<file path="src/rtl/ahblite_lcd_ctrl_q.sv">
// AHB-Lite register slave for the LCD controller: control bits, strobes,
// window register sets and a command FIFO towards the LCD engine.
module ahblite_lcd_ctrl_q #(
    parameter int N_WIN      = 2,
    parameter int FIFO_DEPTH = 8
) (
    input  logic                  HCLK,
    input  logic                  HRESET,
    input  logic                  HSEL,
    input  logic                  HWRITE,
    input  logic                  HREADY,
    input  logic [31:0]           HADDR,
    input  logic [1:0]            HTRANS,
    input  logic [2:0]            HSIZE,
    input  logic [3:0]            HPROT,
    input  logic [31:0]           HWDATA,
    output logic                  HREADYOUT,
    output logic [31:0]           HRDATA,
    output logic                  HRESP,
    output logic                  lcd_rstn,
    output logic                  lcd_en,
    output logic                  ini_pulse,
    output logic                  color_pulse,
    output logic [32*N_WIN-1:0]   win_sc,
    output logic [32*N_WIN-1:0]   win_ec,
    output logic [32*N_WIN-1:0]   win_sp,
    output logic [32*N_WIN-1:0]   win_ep,
    output logic                  cmd_valid,
    output logic [31:0]           cmd_data,
    input  logic                  cmd_ready,
    input  logic                  lcd_busy
);
    localparam int AW = $clog2(FIFO_DEPTH);

    localparam logic [5:0] A_CTRL   = 6'd0;
    localparam logic [5:0] A_STROBE = 6'd1;
    localparam logic [5:0] A_STATUS = 6'd2;
    localparam logic [5:0] A_CMD    = 6'd3;

    typedef enum logic [1:0] {PH_IDLE, PH_WRITE, PH_READ} phase_t;

    phase_t        phase_q, phase_d;
    logic [5:0]    addr_q;
    logic [1:0]    ctrl_q;
    logic          underflow_q;
    logic [31:0]   win_q [N_WIN][4];
    logic [31:0]   mem [FIFO_DEPTH];
    logic [AW-1:0] wr_ptr, rd_ptr;
    logic [AW:0]   level;
    logic          empty, full, pop, push, stall, wr_en;
    logic [3:0]    win_idx;
    logic          win_hit;
    logic [31:0]   rdata;
    logic          unused_bits;

    assign unused_bits = ^{HADDR[31:8], HADDR[1:0], HTRANS[0], HSIZE, HPROT};

    assign empty   = (level == '0);
    assign full    = (level == (AW+1)'(FIFO_DEPTH));
    assign pop     = cmd_ready && !empty;
    assign stall   = (phase_q == PH_WRITE) && (addr_q == A_CMD) && full && !pop;
    assign wr_en   = (phase_q == PH_WRITE) && !stall;
    assign push    = wr_en && (addr_q == A_CMD);
    assign win_idx = addr_q[5:2] - 4'd1;
    assign win_hit = (addr_q[5:2] != 4'd0) && (32'(win_idx) < 32'(N_WIN));

    assign HREADYOUT = !stall;
    assign HRESP     = 1'b0;
    assign HRDATA    = rdata;
    assign lcd_rstn  = ctrl_q[0];
    assign lcd_en    = ctrl_q[1];
    assign cmd_valid = !empty;
    assign cmd_data  = empty ? '0 : mem[rd_ptr];

    for (genvar k = 0; k < N_WIN; k++) begin : g_win
        assign win_sc[32*k +: 32] = win_q[k][0];
        assign win_ec[32*k +: 32] = win_q[k][1];
        assign win_sp[32*k +: 32] = win_q[k][2];
        assign win_ep[32*k +: 32] = win_q[k][3];
    end

    // Data-phase state register.
    always_ff @(posedge HCLK) begin
        if (HRESET) phase_q <= PH_IDLE;
        else        phase_q <= phase_d;
    end

    // Next data phase: accepted address phases only advance while the bus is ready.
    always_comb begin
        phase_d = phase_q;
        if (HREADY) begin
            if (HSEL && HTRANS[1]) phase_d = HWRITE ? PH_WRITE : PH_READ;
            else                   phase_d = PH_IDLE;
        end
    end

    // Latch the word address of an accepted transfer.
    always_ff @(posedge HCLK) begin
        if (HRESET)                          addr_q <= '0;
        else if (HREADY && HSEL && HTRANS[1]) addr_q <= HADDR[7:2];
    end

    // Control, strobe, sticky status and window registers.
    always_ff @(posedge HCLK) begin
        if (HRESET) begin
            ctrl_q      <= '0;
            underflow_q <= 1'b0;
            ini_pulse   <= 1'b0;
            color_pulse <= 1'b0;
            for (int unsigned k = 0; k < N_WIN; k++)
                for (int unsigned j = 0; j < 4; j++)
                    win_q[k][j] <= '0;
        end else begin
            ini_pulse   <= wr_en && (addr_q == A_STROBE) && HWDATA[0];
            color_pulse <= wr_en && (addr_q == A_STROBE) && HWDATA[1];
            if (wr_en && (addr_q == A_CTRL)) ctrl_q <= HWDATA[1:0];
            if (cmd_ready && empty)
                underflow_q <= 1'b1;
            else if (wr_en && (addr_q == A_STATUS) && HWDATA[2])
                underflow_q <= 1'b0;
            for (int unsigned k = 0; k < N_WIN; k++)
                for (int unsigned j = 0; j < 4; j++)
                    if (wr_en && win_hit && (win_idx == 4'(k)) && (addr_q[1:0] == 2'(j)))
                        win_q[k][j] <= HWDATA;
        end
    end

    // FIFO pointers and fill level; push and pop may coincide.
    always_ff @(posedge HCLK) begin
        if (HRESET) begin
            wr_ptr <= '0;
            rd_ptr <= '0;
            level  <= '0;
        end else begin
            if (push) wr_ptr <= wr_ptr + 1'b1;
            if (pop)  rd_ptr <= rd_ptr + 1'b1;
            if (push && !pop)      level <= level + 1'b1;
            else if (pop && !push) level <= level - 1'b1;
        end
    end

    // FIFO storage.
    always_ff @(posedge HCLK) begin
        if (push) mem[wr_ptr] <= HWDATA;
    end

    // Read-data mux for the current read data phase.
    always_comb begin
        rdata = '0;
        if (phase_q == PH_READ) begin
            case (addr_q)
                A_CTRL:   rdata = {30'd0, ctrl_q};
                A_STATUS: rdata = {15'd0, lcd_busy, 8'(level), 5'd0, underflow_q, full, empty};
                default:  rdata = '0;
            endcase
            for (int unsigned k = 0; k < N_WIN; k++)
                if (win_hit && (win_idx == 4'(k)))
                    rdata = win_q[k][addr_q[1:0]];
        end
    end

endmodule

</file>
<file path="config.mk">
export PLATFORM = sky130hd
export DESIGN_NAME = ahblite_lcd_ctrl_q
export DESIGN_NICKNAME = d
export VERILOG_FILES = /design/src/rtl/ahblite_lcd_ctrl_q.sv
export SDC_FILE = /design/constraint.sdc
export NUM_CORES = 1
export LEC_CHECK = 0
export BUFFER_PORTS_ARGS = -buffer_cell sky130_fd_sc_hd__buf_2
export CORE_ASPECT_RATIO = 1.4
export CORE_UTILIZATION = 35
export CTS_BUF_LIST = sky130_fd_sc_hd__clkbuf_4 sky130_fd_sc_hd__clkbuf_8
export DETAILED_ROUTE_END_ITERATION = 10
export PLACE_DENSITY = 0.56
export SKIP_CTS_REPAIR_TIMING = 1
export SLEW_MARGIN = 20
export SYNTH_ARGS = -nofsm -noshare
export SYNTH_HDL_FRONTEND = slang
export SYNTH_SLANG_ARGS = --single-unit
</file>
<file path="constraint.sdc">
create_clock -name HCLK -period 5.3 [get_ports HCLK]
set_input_delay 1.06 -clock HCLK [delete_from_list [all_inputs] [get_ports HCLK]]
set_output_delay 1.06 -clock HCLK [all_outputs]
set_load 0.005 [all_outputs]
</file>
# Word level (Yosys, flattened, before mapping)
# Memory sizes are Yosys's and may differ from the RTL's. A register that Yosys moved wholly into a read port is not among the register bits.
# Index checks and enable logic that the tools add are counted.
dict set report word_totals {
  register_bits 23
  mem_bits_rw 512
  elab_cells 135
  mem_bits_ro 0
  latch_bits 0
  memories 2
  inputBits 80
}
dict set report classes {
  shift 0
  n_reduce_logical 43
  n_mul 0
  n_addsub 5
  bitwise_logic 9
  muxes 55
  order_cmp 2
  n_div 0
  eq_ne 10
}
# memory words width rd rd_clocked_by_memory_dff write_ports line_no
set mem_list {}
lappend mem_list {mem 8 32 1 1 1 47} ;# logic [31:0] mem [FIFO_DEPTH];
lappend mem_list {win_q 2 128 2 0 2 46} ;# logic [31:0] win_q [N_WIN][4];
# operator count
set ops {}
lappend ops {{32-bit 2-to-1 mux} 16}
lappend ops {{32-bit binary-select mux with 2-bit select} 2}
lappend ops {{17-bit case mux with 2 select lines} 1}
lappend ops {{1-bit logical AND} 32}
lappend ops {{1-bit 2-to-1 mux} 30}
lappend ops {{6-bit by 2-bit == test with 1-bit output (second input constant)} 2}
lappend ops {{4-bit logical NOT} 2}
lappend ops {{4-bit 2-to-1 mux} 2}
lappend ops {{1-bit OR} 8}
lappend ops {{4-bit by 1-bit subtractor with 4-bit output (second input constant)} 2}
lappend ops {{3-bit by 1-bit adder with 3-bit output (second input constant)} 2}
lappend ops {{2-bit == test (second input constant)} 3}
lappend ops {{6-bit by 1-bit == test with 1-bit output (second input constant)} 1}
lappend ops {{6-bit logical NOT} 1}
lappend ops {{3-bit 2-to-1 mux} 2}
lappend ops {{4-bit by 1-bit adder with 4-bit output (second input constant)} 1}
lappend ops {{2-bit by 1-bit == test with 1-bit output (second input constant)} 2}
lappend ops {{4-bit by 1-bit == test with 1-bit output (second input constant)} 1}
lappend ops {{4-bit == test (second input constant)} 1}
lappend ops {{1-bit logical NOT} 4}
lappend ops {{4-bit by 2-bit < comparator with 1-bit output (second input constant)} 1}
lappend ops {{2-bit 2-to-1 mux} 2}
lappend ops {{2-bit nonzero test} 2}
lappend ops {{4-bit nonzero test} 1}
lappend ops {{3 further kinds} 3}

# Logic depth before layout (Yosys ltp)
dict set report depth {
  depth_word 14
  mapped_depth 12
  ltp_nobuf 12
}

# Worst setup path before layout
# No wires, ideal clock.
dict set report synth_path {
  path_type {input to register}
  startpoint {input port cmd_ready}
  endpoint {memory mem[0][0], enable pin}
  path_stages 4
  setup_slack_ps 1123
  path_buffers 0
  arrival_time_ps 3716
  cell_sequence {o2111ai_1 inv_1 nand2b_1 nor3_1}
}
dict set report synth_via {
  elab_chain_len 8
}
# item line_no
set synth_rtl {}
lappend synth_rtl {{start: declaration} 30} ;# input logic cmd_ready,
lappend synth_rtl {{1-bit logical AND} 60} ;# assign pop = cmd_ready && !empty;
lappend synth_rtl {{1-bit logical NOT} 61} ;# assign stall = (phase_q == PH_WRITE) && (addr_q == A_CMD) && full && !pop;
lappend synth_rtl {{1-bit logical AND} 61}
lappend synth_rtl {{1-bit logical NOT} 62} ;# assign wr_en = (phase_q == PH_WRITE) && !stall;
lappend synth_rtl {{1-bit logical AND} 62}
lappend synth_rtl {{1-bit logical AND} 63} ;# assign push = wr_en && (addr_q == A_CMD);
lappend synth_rtl {{named net push} 50} ;# logic empty, full, pop, push, stall, wr_en;
lappend synth_rtl {{1-bit 2-to-1 mux} 144} ;# if (push) mem[wr_ptr] <= HWDATA;
lappend synth_rtl {{1-bit 2-to-1 mux (implied by the code)} 144}
lappend synth_rtl {{end: declaration} 47}
# The timed path passes the listed nets, and every way through them passes these cells.

# Worst setup path after layout
dict set report layout_path {
  startpoint {register addr_q[2]}
  endpoint {output port HRDATA[28]}
}
dict set report layout_via {
  elab_chain_len 7
  word_cells_on_any_way 11
  cone_classes {add/sub: 1; order compare: 1; eq/ne: 1; mux: 3; reduce/logical: 5}
}
# item line_no
set layout_rtl {}
lappend layout_rtl {{start: declaration} 43} ;# logic [5:0] addr_q;
lappend layout_rtl {{start signal: assignment} 100} ;# else if (HREADY && HSEL && HTRANS[1]) addr_q <= HADDR[7:2];
lappend layout_rtl {{4-bit by 1-bit subtractor with 4-bit output} 64} ;# assign win_idx = addr_q[5:2] - 4'd1;
lappend layout_rtl {{4-bit by 2-bit < comparator with 1-bit output} 65} ;# assign win_hit = (addr_q[5:2] != 4'd0) && (32'(win_idx) < 32'(N_WIN));
lappend layout_rtl {{1-bit logical AND} 65}
lappend layout_rtl {{1-bit logical AND} 157} ;# if (win_hit && (win_idx == 4'(k)))
lappend layout_rtl {{32-bit 2-to-1 mux} 157}
lappend layout_rtl {{32-bit 2-to-1 mux *} 157}
lappend layout_rtl {{32-bit 2-to-1 mux *} 150} ;# if (phase_q == PH_READ) begin
lappend layout_rtl {{end: declaration} 18} ;# output logic [31:0] HRDATA,
# Mark *: on every way between the ends. The rest lies on a longest branch, timed or not.

==> impl_metrics.yaml <==
sta:
  achievable-frequency_mhz: 226
  final.period_utilization_pct: 83.6
  finalHoldViolCount: 0
  clock-skew-final_ns: 0.0312
  unrepaired_setup_endpoints_after_global_routing: "no"
  worst_case_headroom_to_the_max_slew_limit_pct: 21.9
  post-route-min-period_ns: 4.43
  final_max_slew_viol_count: 0
  setup_viol: 0
  finalSetupTns_ns: 0
  tightestPinTransition_ns: 1.17
  postLayoutSetupSlackWorst_ns: 0.872
place:
  post-dp-hpwl_um: 47000
  placement.io_buffers: 371
  post-place-ws_ns: 1.57
  gp_congestion: 0.879
worst_hold_path:
  hold_start: "rd_ptr[1]"
  timing.hold.worst.class: "register to register"
  worstHoldPathCells: 2
logic_synthesis:
  synthAdderAreaFrac_pct: 0.590
  yosysUniqueCellTypes: 52
  synth_xor_area_share_pct: 0.195
  synth_fp_nets: 1456
  register_area_share_after_synthesis_pct: 70.8
  synth_area_leaders: "sky130_fd_sc_hd__edfxtp_1 (68%), sky130_fd_sc_hd__mux4_2 (13%), sky130_fd_sc_hd__nor3_1 (3.6%), sky130_fd_sc_hd__dfxtp_1 (2.3%), sky130_fd_sc_hd__mux2i_1 (2.0%)"
  mappedNetlistArea_mm2: 0.0225
  synth_largest_area_cell: "sky130_fd_sc_hd__edfxtp_1"
  synth_warnings: 0
  synth_top_family_by_area: "multiplexers"
  muxShareOfSynthArea_pct: 14.9
  post_synth_inst_count: 1366
  yosys_register_bits: 538
  synth-compound-area-share_pct: 1.94
  async_reset_ff_share_pct: 0
  synth_flop_cell: "sky130_fd_sc_hd__edfxtp_1"
  synth_enable_flop_cells: 512
  synthSimpleGateAreaFrac_pct: 8.03
  synth_largest_type_area_fraction_pct: 68.4
  synthesis.area_per_instance_um2: 16.4
run_status:
  outcome: "finished, final reports clean"
power:
  power.sequential.fraction_pct: 50.1
  switchingPower_mw: 2.65
  comb_power_share_pct: 16.2
  power.static_leakage_nw: 9.52
  power.switching_fraction_pct: 26.9
  power_density_mw_per_mm2: 366
  clockPowerShare_pct: 33.7
  power.ir.vdd_worst_uv: 285
  internal-power_mw: 7.21
run:
  timing.max_cap.violations: 0
grt:
  grt-ovfl-total: 0
  global_route_wire_length_before_repair_um: 99100
  antenna_violations_before_repair: 1
  grt_usage_pct: 21.1
  first_global_vias: 14425
  largest_net_degree_at_the_start_of_global_routing: 97
finish:
  drive_gt1_share_pct: 38.2
  area_growth_syn_to_layout_pct: 19.8
  nets: 1846
  multi_input_comb_area_mm2: 0.00589
  flip_flop_and_latch_area_mm2: 0.0159
  final_core_util_pct: 42.5
  filler_cell_count: 5855
floorplan:
  core_region_area_mm2: 0.0633
  die_area_mm2: 0.0652
  starting_density_pct: 35.5
  die_x_um: 216
  die_y_um: 302
  core.rowCount: 109
  top_level_ports: 407
setup_path:
  worst_path_max_fanout: 24
  worstPathArrival_ns: 3.37
  setup.worst_path.class: "register to primary output"
  worst_setup_path_end_kind: "primary output"
  r2r_path_end: "win_q[1][87]"
  r2r_setup_slack_ns: 1.73
  crit_required_ns: 4.24
  startpoint_type: "register"
  reg2reg_launch_point: "addr_q[3]"
  r2r.worst_path.cells: 6
routing:
  antenna_violating_nets_post_route: 0
  routedWlPerCell_um: 26.1
  drt-total-wl_um: 69200
  route.detailed.drc: 0
  dr_total_vias: 13964
  drtIter0Drc: 1218
  post_drt_via_cell_ratio: 5.26
  firstDrtPassIters: 5
cts:
  ctsLongestPathBuffers: 3
  cts_sinks: 538
  cts_inserted_buffers: 80
  clock_tree.htree_level_count: 3
  clock_tree.root_cell: "sky130_fd_sc_hd__clkbuf_8"
  clock_insertion_delay_at_the_later_pin_of_the_skew_report_ns: 0.67
  clk_pin_slew_ns: 0.06
  tritoncts: "yes"
## cell usage in the layout (no fill, tap or decap), types with 27 or more instances in the layout
cell,count
sky130_fd_sc_hd__buf_2,371
sky130_fd_sc_hd__nor2_1,57
sky130_fd_sc_hd__mux2i_1,44
sky130_fd_sc_hd__edfxtp_1,512
sky130_fd_sc_hd__inv_1,88
sky130_fd_sc_hd__mux4_2,128
sky130_fd_sc_hd__clkbuf_8,81
sky130_fd_sc_hd__nor3_1,161
sky130_fd_sc_hd__buf_4,33
sky130_fd_sc_hd__clkbuf_4,27
sky130_fd_sc_hd__nand2_1,106
## area by class of cell
cell class	count	area share, %
Tap cell	832	3.87
Sequential cell	538	59.1
Antenna cell	1	0.00930
Inverter	90	1.26
Clock buffer	108	4.89
Timing Repair Buffer	408	8.12
Multi-Input combinational cell	638	21.9
Clock inverter	38	0.865
## Yosys cell counts, types with 2 or more instances
cell and n:
sky130_fd_sc_hd__nor3_1 163, sky130_fd_sc_hd__a31o_2 3, sky130_fd_sc_hd__mux4_2 128, sky130_fd_sc_hd__a31oi_1 8, sky130_fd_sc_hd__dfxtp_1 26, sky130_fd_sc_hd__o21bai_1 2
sky130_fd_sc_hd__nand3_1 11, sky130_fd_sc_hd__nand2_1 107, sky130_fd_sc_hd__or3_1 3, sky130_fd_sc_hd__nand2b_1 3, sky130_fd_sc_hd__ha_1 9, sky130_fd_sc_hd__nand4_1 13
sky130_fd_sc_hd__clkbuf_1 45, sky130_fd_sc_hd__edfxtp_1 512, sky130_fd_sc_hd__mux2i_1 45, sky130_fd_sc_hd__inv_1 88, sky130_fd_sc_hd__o22ai_1 24, sky130_fd_sc_hd__a31o_1 3
sky130_fd_sc_hd__xnor2_1 2, sky130_fd_sc_hd__clkinv_1 2, sky130_fd_sc_hd__and3_1 2, sky130_fd_sc_hd__buf_2 37, sky130_fd_sc_hd__a21oi_1 7, sky130_fd_sc_hd__buf_1 6
sky130_fd_sc_hd__buf_4 11, sky130_fd_sc_hd__o41ai_1 8, sky130_fd_sc_hd__and2_1 2, sky130_fd_sc_hd__xor2_1 3, sky130_fd_sc_hd__nor2b_1 7, sky130_fd_sc_hd__nor2_1 63
sky130_fd_sc_hd__nor4_1 2
## sequential cells by signal, indices dropped and copies added (netlist names), named ones only
name,count
rd_ptr,3
ctrl_q,2
level,4
underflow_q,1
addr_q,6
mem,256
wr_ptr,3
phase_q,2
color_pulse,1
ini_pulse,1
win_q,256
## power by group through the flow
stage | combinational, mW | clock, mW | sequential [mW]
after floorplan | 1.02 | 0 | 4.90
after global placement | 1.63 | 0 | 5.03
after detailed placement | 1.65 | 0 | 5.03
after CTS | 1.65 | 3.41 | 4.95
after global routing | 1.75 | 3.57 | 4.96
final | 1.60 | 3.33 | 4.94
## kinds of logic after synthesis
family / after synthesis
simple gates: 385
buf+inv: 190
other cells: 1
mux: 174
compound gates: 63
fa+ha+maj: 10
xor+xnor: 5
flops: 538
## how the worst max path moves through the flow
stage / startpoint / to / slack, ns
global route: addr_q[2] / HRDATA[27] / 0.72
detailed placement: addr_q[2] / HRDATA[27] / 1.57
finish: addr_q[2] / HRDATA[28] / 0.87
CTS: addr_q[2] / HRDATA[27] / 0.83
floorplan: cmd_ready / mem[0][0] / 1.12
global placement: addr_q[2] / HRDATA[11] / 1.65
## worst max-delay path, stage by stage (launching register included)
cell and delay [ns]:
sky130_fd_sc_hd__dfxtp_1 0.42, sky130_fd_sc_hd__inv_1 0.11, sky130_fd_sc_hd__ha_1 0.21, sky130_fd_sc_hd__or2_1 0.22, sky130_fd_sc_hd__o21ai_1 0.72, sky130_fd_sc_hd__nand4_1 0.19
sky130_fd_sc_hd__buf_4 0.30, sky130_fd_sc_hd__o22ai_1 0.34, sky130_fd_sc_hd__buf_2 0.17
## stage by stage
step / power (mW) / area [um^2] / hold WS (ns) / cells
after global routing: 10.3 / 26900 / 0.522 / 2653
final: 9.86 / 26900 / 0.479 / 2653
after floorplan: 5.92 / 22500 / 0.452 / 1366
after detailed placement: 6.68 / 25400 / 0.473 / 2506
after CTS: 10.0 / 26900 / 0.482 / 2652
after global placement: 6.66 / 25400 / 0.454 / 2506
## layer usage
layer  up-vias  GRT usage [%]  wire length, um
met5         -              0                0
met4         0           8.13             1960
met3       100           4.06             4740
met2       590           35.2            34700
met1      7184           27.0            27800
li1       6090              -                -
Power figures use the tool's default switching activity.
